==> config.mk <==
export PLATFORM = sky130hd
export DESIGN_NAME = pwm_source
export DESIGN_NICKNAME = d
export VERILOG_FILES = /design/src/rtl/pwm_source_pkg.sv /design/src/rtl/pwm_period_counter.sv /design/src/rtl/pwm_source.sv
export SDC_FILE = /design/constraint.sdc
export NUM_CORES = 1
export LEC_CHECK = 0
export CAP_MARGIN = 0
export CORE_AREA = 2 2 93 140
export DETAILED_ROUTE_END_ITERATION = 10
export DIE_AREA = 0 0 95 142
export GPL_ROUTABILITY_DRIVEN = 1
export HOLD_SLACK_MARGIN = 0.12
export PLACE_DENSITY_LB_ADDON = 0.25
export SLEW_MARGIN = 10
export SYNTH_ARGS = -nofsm -noshare
export SYNTH_HDL_FRONTEND = slang
export SYNTH_HIERARCHICAL = 1
export SYNTH_SLANG_ARGS = --single-unit
==> constraint.sdc <==
create_clock -name clk -period 7.8 [get_ports clk]
set_clock_uncertainty 0.15 [all_clocks]
set_input_delay 1.56 -clock clk [delete_from_list [all_inputs] [get_ports clk]]
set_output_delay 1.56 -clock clk [all_outputs]
set_load 0.005 [all_outputs]
==> src/rtl/pwm_source_pkg.sv <==
// -----------------------------------------------------------------------------
// pwm_source_pkg
// Shared types and constants for the PWM command source (pwm_source) and its
// period counter (pwm_period_counter).
//   state_e        : sequencer states (idle, run, reversal wait, reversal guard)
//   MIN_PERIOD     : smallest period the counter will run; shorter requests clamp
//   DEF_*          : default parameter values used by pwm_source
// -----------------------------------------------------------------------------
package pwm_source_pkg;

    typedef enum logic [1:0] {
        ST_IDLE      = 2'd0,
        ST_RUN       = 2'd1,
        ST_REV_WAIT  = 2'd2,
        ST_REV_GUARD = 2'd3
    } state_e;

    // A period of 0 or 1 would leave no room for both a high and a low phase.
    localparam int MIN_PERIOD = 2;

    localparam int DEF_CNT_W     = 20;
    localparam int DEF_PERIOD    = 100000;  // 1 kHz at 100 MHz
    localparam int DEF_DUTY      = 50000;   // 50 %
    localparam int DEF_DIR_GUARD = 1000;

endpackage

==> src/rtl/pwm_period_counter.sv <==
// -----------------------------------------------------------------------------
// pwm_period_counter
// Free-running period counter with period clamp, wrap detect and duty compare.
// Ports:
//   clk, rst   : clock, synchronous active-high reset (cnt -> 0)
//   clear      : force cnt to 0 on the next edge (has priority over advance)
//   advance    : count one step; wraps to 0 after period-1
//   period     : requested period in cycles (values below MIN_PERIOD clamp)
//   duty       : high time in cycles
//   wrap       : cnt is on the last cycle of the period
//   cnt_zero   : cnt is on the first cycle of the period
//   duty_hit   : cnt < duty (PWM level for this count)
// -----------------------------------------------------------------------------
module pwm_period_counter
    import pwm_source_pkg::*;
#(
    parameter int CNT_W = DEF_CNT_W
) (
    input  logic             clk,
    input  logic             rst,
    input  logic             clear,
    input  logic             advance,
    input  logic [CNT_W-1:0] period,
    input  logic [CNT_W-1:0] duty,
    output logic             wrap,
    output logic             cnt_zero,
    output logic             duty_hit
);

    localparam logic [CNT_W-1:0] MIN_P = CNT_W'(MIN_PERIOD);

    logic [CNT_W-1:0] cnt_q;
    logic [CNT_W-1:0] cnt_d;
    logic [CNT_W-1:0] period_eff;
    logic [CNT_W-1:0] last_cnt;

    always_comb begin
        period_eff = (period < MIN_P) ? MIN_P : period;
        last_cnt   = period_eff - CNT_W'(1);
        // >= rather than == so a count left beyond a shortened period still
        // wraps immediately instead of running round the whole counter range.
        wrap       = (cnt_q >= last_cnt);
        cnt_zero   = (cnt_q == '0);
        duty_hit   = (cnt_q < duty);

        if (clear) begin
            cnt_d = '0;
        end else if (advance) begin
            cnt_d = wrap ? '0 : cnt_q + CNT_W'(1);
        end else begin
            cnt_d = cnt_q;
        end
    end

    always_ff @(posedge clk) begin
        if (rst) begin
            cnt_q <= '0;
        end else begin
            cnt_q <= cnt_d;
        end
    end

endmodule

==> src/rtl/pwm_source.sv <==
// -----------------------------------------------------------------------------
// pwm_source
// Source end of the pwm_in/dir command pair for the deadtime H-bridge driver.
// Generates PWM from a double-buffered period/duty pair and sequences direction
// reversals so that dir never changes while PWM is high.
// Ports:
//   clk, rst      : clock, synchronous active-high reset
//   enable        : 1 = run, 0 = idle (PWM low)
//   period_in     : requested period in cycles
//   duty_in       : requested high time in cycles
//   cfg_valid     : config write request
//   cfg_ready     : shadow free; write accepted on cfg_valid & cfg_ready
//   dir_req       : requested direction
//   pwm_out       : PWM to the driver
//   dir_out       : direction to the driver
//   period_start  : one-cycle pulse, aligned with the first PWM cycle of a period
//   rev_busy      : high while a reversal is waiting or guarding
// All outputs are registered; pwm_out and period_start lag the count by a cycle.
// -----------------------------------------------------------------------------
module pwm_source
    import pwm_source_pkg::*;
#(
    parameter int CNT_W          = DEF_CNT_W,
    parameter int DEFAULT_PERIOD = DEF_PERIOD,
    parameter int DEFAULT_DUTY   = DEF_DUTY,
    parameter int DIR_GUARD      = DEF_DIR_GUARD
) (
    input  logic             clk,
    input  logic             rst,
    input  logic             enable,
    input  logic [CNT_W-1:0] period_in,
    input  logic [CNT_W-1:0] duty_in,
    input  logic             cfg_valid,
    output logic             cfg_ready,
    input  logic             dir_req,
    output logic             pwm_out,
    output logic             dir_out,
    output logic             period_start,
    output logic             rev_busy
);

    localparam logic [CNT_W-1:0] GUARD_LAST = CNT_W'(DIR_GUARD - 1);
    localparam logic [CNT_W-1:0] RST_PERIOD = CNT_W'(DEFAULT_PERIOD);
    localparam logic [CNT_W-1:0] RST_DUTY   = CNT_W'(DEFAULT_DUTY);

    state_e           state_q, state_d;
    logic [CNT_W-1:0] guard_q, guard_d;
    logic             rev_idle_q, rev_idle_d;
    logic             dir_q, dir_d;
    logic             pwm_q, pwm_d;
    logic             ps_q, ps_d;
    logic             busy_q, busy_d;
    logic             cfg_ready_q, cfg_ready_d;
    logic [CNT_W-1:0] period_q, period_d;
    logic [CNT_W-1:0] duty_q, duty_d;
    logic [CNT_W-1:0] sh_period_q, sh_period_d;
    logic [CNT_W-1:0] sh_duty_q, sh_duty_d;

    logic cnt_clear, cnt_adv;
    logic wrap, cnt_zero, duty_hit;
    logic mismatch, apply, accept;

    pwm_period_counter #(
        .CNT_W (CNT_W)
    ) u_counter (
        .clk      (clk),
        .rst      (rst),
        .clear    (cnt_clear),
        .advance  (cnt_adv),
        .period   (period_q),
        .duty     (duty_q),
        .wrap     (wrap),
        .cnt_zero (cnt_zero),
        .duty_hit (duty_hit)
    );

    always_comb begin
        state_d    = state_q;
        guard_d    = guard_q;
        rev_idle_d = rev_idle_q;
        dir_d      = dir_q;
        pwm_d      = 1'b0;
        ps_d       = 1'b0;
        cnt_clear  = 1'b1;
        cnt_adv    = 1'b0;
        mismatch   = (dir_req != dir_q);

        case (state_q)
            ST_IDLE: begin
                if (mismatch) begin
                    state_d    = ST_REV_GUARD;
                    guard_d    = '0;
                    rev_idle_d = 1'b1;
                end else if (enable) begin
                    state_d = ST_RUN;
                end
            end
            ST_RUN: begin
                if (!enable) begin
                    state_d = ST_IDLE;
                end else begin
                    cnt_clear = 1'b0;
                    cnt_adv   = 1'b1;
                    ps_d      = cnt_zero;
                    if (mismatch) begin
                        // PWM goes low on the very next cycle.
                        state_d = ST_REV_WAIT;
                    end else begin
                        pwm_d = duty_hit;
                    end
                end
            end
            ST_REV_WAIT: begin
                if (!enable) begin
                    state_d = ST_IDLE;
                end else begin
                    cnt_clear = 1'b0;
                    cnt_adv   = 1'b1;
                    if (wrap) begin
                        state_d    = ST_REV_GUARD;
                        guard_d    = '0;
                        rev_idle_d = 1'b0;
                    end
                end
            end
            ST_REV_GUARD: begin
                // A guard started from RUN is abandoned when enable drops. A
                // guard started from IDLE is the re-run of such a reversal and
                // must complete with enable low, otherwise IDLE and REV_GUARD
                // would alternate forever and dir could never change while idle.
                if (!enable && !rev_idle_q) begin
                    state_d = ST_IDLE;
                    guard_d = '0;
                end else if (guard_q == GUARD_LAST) begin
                    // Only the value sampled on the last guard cycle counts.
                    dir_d   = dir_req;
                    guard_d = '0;
                    state_d = enable ? ST_RUN : ST_IDLE;
                end else begin
                    guard_d = guard_q + CNT_W'(1);
                end
            end
            default: begin
                state_d = ST_IDLE;
            end
        endcase

        busy_d = (state_d == ST_REV_WAIT) || (state_d == ST_REV_GUARD);

        // Shadow handling. Apply and accept never coincide: accept needs an
        // empty shadow, apply needs a full one.
        apply  = !cfg_ready_q &&
                 ((state_q == ST_RUN && enable && wrap) ||
                  ((state_q == ST_IDLE || state_q == ST_REV_GUARD) && state_d == ST_RUN));
        accept = cfg_valid && cfg_ready_q;

        period_d    = period_q;
        duty_d      = duty_q;
        sh_period_d = sh_period_q;
        sh_duty_d   = sh_duty_q;
        cfg_ready_d = cfg_ready_q;
        if (apply) begin
            period_d    = sh_period_q;
            duty_d      = sh_duty_q;
            cfg_ready_d = 1'b1;
        end
        if (accept) begin
            sh_period_d = period_in;
            sh_duty_d   = duty_in;
            cfg_ready_d = 1'b0;
        end
    end

    always_ff @(posedge clk) begin
        if (rst) begin
            state_q     <= ST_IDLE;
            guard_q     <= '0;
            rev_idle_q  <= 1'b0;
            dir_q       <= 1'b0;
            pwm_q       <= 1'b0;
            ps_q        <= 1'b0;
            busy_q      <= 1'b0;
            cfg_ready_q <= 1'b1;
            period_q    <= RST_PERIOD;
            duty_q      <= RST_DUTY;
            sh_period_q <= '0;
            sh_duty_q   <= '0;
        end else begin
            state_q     <= state_d;
            guard_q     <= guard_d;
            rev_idle_q  <= rev_idle_d;
            dir_q       <= dir_d;
            pwm_q       <= pwm_d;
            ps_q        <= ps_d;
            busy_q      <= busy_d;
            cfg_ready_q <= cfg_ready_d;
            period_q    <= period_d;
            duty_q      <= duty_d;
            sh_period_q <= sh_period_d;
            sh_duty_q   <= sh_duty_d;
        end
    end

    assign pwm_out      = pwm_q;
    assign dir_out      = dir_q;
    assign period_start = ps_q;
    assign rev_busy     = busy_q;
    assign cfg_ready    = cfg_ready_q;

endmodule
==> flow_metrics.py <==
metrics = {
    "logic_synthesis": {
        "ys_types": 57,
        "syn_area_um2": 7218,
        "async_reset_ff_frac": 0,
        "yosysSeqAreaShare": 0.3522,
        "synthesis.nets": 962,
        "synth_edf_count": 0,
        "synth_mux_area_frac": 0.002773,
        "synth_cells": 868,
        "yosys_warnings": 6,
        "synth_top_area_cell": "dfxtp_1",
        "synth_xor_area_frac": 0.06535,
        "synth_top_family_by_area": "simple AND/OR/NAND/NOR gates",
        "synth_compound_area_frac": 0.2097,
        "synth_seq_cells": 127,
        "synth-simple-area-share": 0.2397,
        "yosysTopAreaCellShare": 0.3522,
        "synth_adder_area_share": 0.08494,
        "synth_ff_type": "dfxtp_1",
        "syn_avg_cell_area_um2": 8.316,
        "synth_area_leaders": "dfxtp_1, ha_1, nand2_1",
    },
    "critical_path": {
        "path_class": "flop to flop",
        "crit_fanout": 42,
        "cp.arrival_ps": 7100,
        "start_kind": "flop",
        "crit_path_end_kind": "flop",
        "cp.required_ps": 7940,
    },
    "global_routing": {
        "grt.busiest_layer": "met2",
        "grt_max_degree": 69,
        "use_met2": 0.5427,
        "grtUsageTotal": 0.3005,
        "gr-usage-met1": 0.3318,
        "use_met3": 0.06409,
        "grt_overflow_total": 0,
        "grt_pass1_vias": 6564,
        "antenna_found_initial": 0,
        "grt_pass1_wl_mm": 31.83,
    },
    "floorplanning": {
        "core-area_um2": 12320,
        "dieArea_um2": 13490,
        "ios": 50,
        "num_rows": 50,
        "dieHeight_um": 142,
        "dieWidth_um": 95,
        "start_util": 0.5857,
    },
    "pwr": {
        "p_per_area_nw_per_um2": 281.9,
        "ir_drop_mv": 0.2279,
        "leakagePower_uw": 0.003088,
        "finalPower_uw": 2360,
    },
    "place": {
        "routabilityCongestion": 0.8957,
        "numPortBuffers": 49,
        "place_hpwl_mm": 13.84,
        "placed_area_um2": 7750,
    },
    "drt": {
        "drc": 0,
        "drt_iter0_markers": 515,
        "via_per_inst": 6.226,
        "wl_mm": 19.38,
        "drtAntennaViolNets": 0,
        "drt-pass1-iter-count": 8,
        "routedWlPerCell_um": 18.25,
        "vias": 6612,
    },
    "timing": {
        "setup_tns_ps": 0,
        "finalCritPeriodShare": 0.8924,
        "slew_viol_final": 0,
        "setup_viol": 0,
        "worst_pin_slew_ps": 1236,
        "hold_viol": 0,
        "min_period_ps": 6960,
        "fmax_mhz": 143.7,
        "rsz0062_at_grt": "no",
        "slew_headroom": 0.1721,
    },
    "cts": {
        "post_cts_buffers": 0,
        "cts_tree": "yes",
        "cts_buffers": 17,
        "clkTransAtPathRegs_ps": 60,
        "holdBufCountCts": 0,
        "postCtsResizedCells": 0,
        "cts_buffer_depth": 2,
        "worstSkewPairLatency_ps": 420,
        "clkSinkCount": 127,
        "ctsHtreeMaxLevel": 4,
        "root_buffer": "clkbuf_16",
    },
    "layout": {
        "multi_input_area_um2": 4354,
        "drive_gt1_frac": 0.07947,
        "nets": 987,
        "stdcell_area_um2": 8372,
        "antenna_cells": 0,
        "layout_commonest_cell": "nand2_1",
        "num-fill-cells": 989,
        "area.sequential_um2": 2542,
        "final_cell_mix": "nand2_1, dfxtp_1, o211ai_1",
        "area_delta_synth_final_pct": 15.98,
    },
    "worst_hold_path": {
        "min_path_type": "flop to flop",
    },
    "job": {
        "maxCapViolCount": 0,
    },
    "run_status": {
        "status": "finished, final reports clean",
    },
}
area by class of cell:
type	instances	area share
multi-input combinational	662	0.5201
timing repair buffer	59	0.06696
sequential	127	0.3037
inverter	26	0.01166
clock inverter	15	0.02346
clock buffer	17	0.05081
tap	156	0.02331
per-stage QoR:
step                      std cells  hold slack (ps)  utilization  worst slack [ps]
final                          1062            326.3       0.6793             839.6
after detailed placement       1030            317.2       0.6288              1028
after floorplan                 868            299.3            -              2244
after CTS                      1062            325.8       0.6793             968.6
after global routing           1062            345.2       0.6793             373.5
after global placement         1030            312.9       0.6288              1326
final timing paths:
path,start,end,slack [ps],cells past startpoint
max,period_q[14]$_SDFFE_PP0P_,period_q[6]$_SDFFE_PP0P_,840,26
min reg2reg,sh_period_q[18]$_SDFFE_PP0P_,sh_period_q[18]$_SDFFE_PP0P_,330,2
max reg2reg,period_q[14]$_SDFFE_PP0P_,period_q[6]$_SDFFE_PP0P_,840,26
min,sh_period_q[18]$_SDFFE_PP0P_,sh_period_q[18]$_SDFFE_PP0P_,330,2
critical path, cell delays in order, from the launching register on:
cell      delay (ps)
dfxtp_1          380
nor4_1           510
nand4b_1         180
nor2b_1          210
nand2_1          110
nand2_1          130
ha_1             200
nand2b_1         100
nor4_1           300
nor2b_1          330
and3_1           260
nand2_1           80
xor2_1           170
ha_1             320
a21oi_1          160
nand2_1          100
a221oi_2         270
o21ai_2          140
or2_2            400
o211a_1          230
a211oi_1         310
o211ai_1         140
or3b_1           180
buf_4            370
or2_1            560
buf_4            390
o211ai_1         150
state kept, by name (all words and copies together), names as in the netlist:
name,cells
sh_duty_q,20
duty_q,20
cfg_ready,1
sh_period_q,20
guard_q,20
period_start,1
rev_idle_q,1
u_counter/cnt_q,20
pwm_out,1
state_q,2
period_q,20
dir_out,1
synth_stat cells, drive strengths merged (24+ instances only):
cell type / n
a21oi: 56
a22oi: 28
clkbuf: 47
dfxtp: 127
ha: 49
inv: 26
nand2: 147
nor2: 61
nor4: 31
o211ai: 62
o21ai: 24
xnor2: 24
xor2: 29
report_power, final:
part / internal [µW] / switching (µW)
registers: 724 / 88.3
logic: 228 / 480
clock network: 513 / 327
total: 1460 / 895
metal layers:
layer  routed length, µm  vias up
met5                   0        -
met4                 762        0
met3                 920       61
met2               10090      221
met1                7614     3138
li1                    -     3192
cells by family after synthesis:
logic type,count (synthesis)
mux,2
compound gates,219
buf+inv,79
fa+ha+maj,49
xor+xnor,53
flops,127
simple gates,339
(Power assumes the default switching activity.)
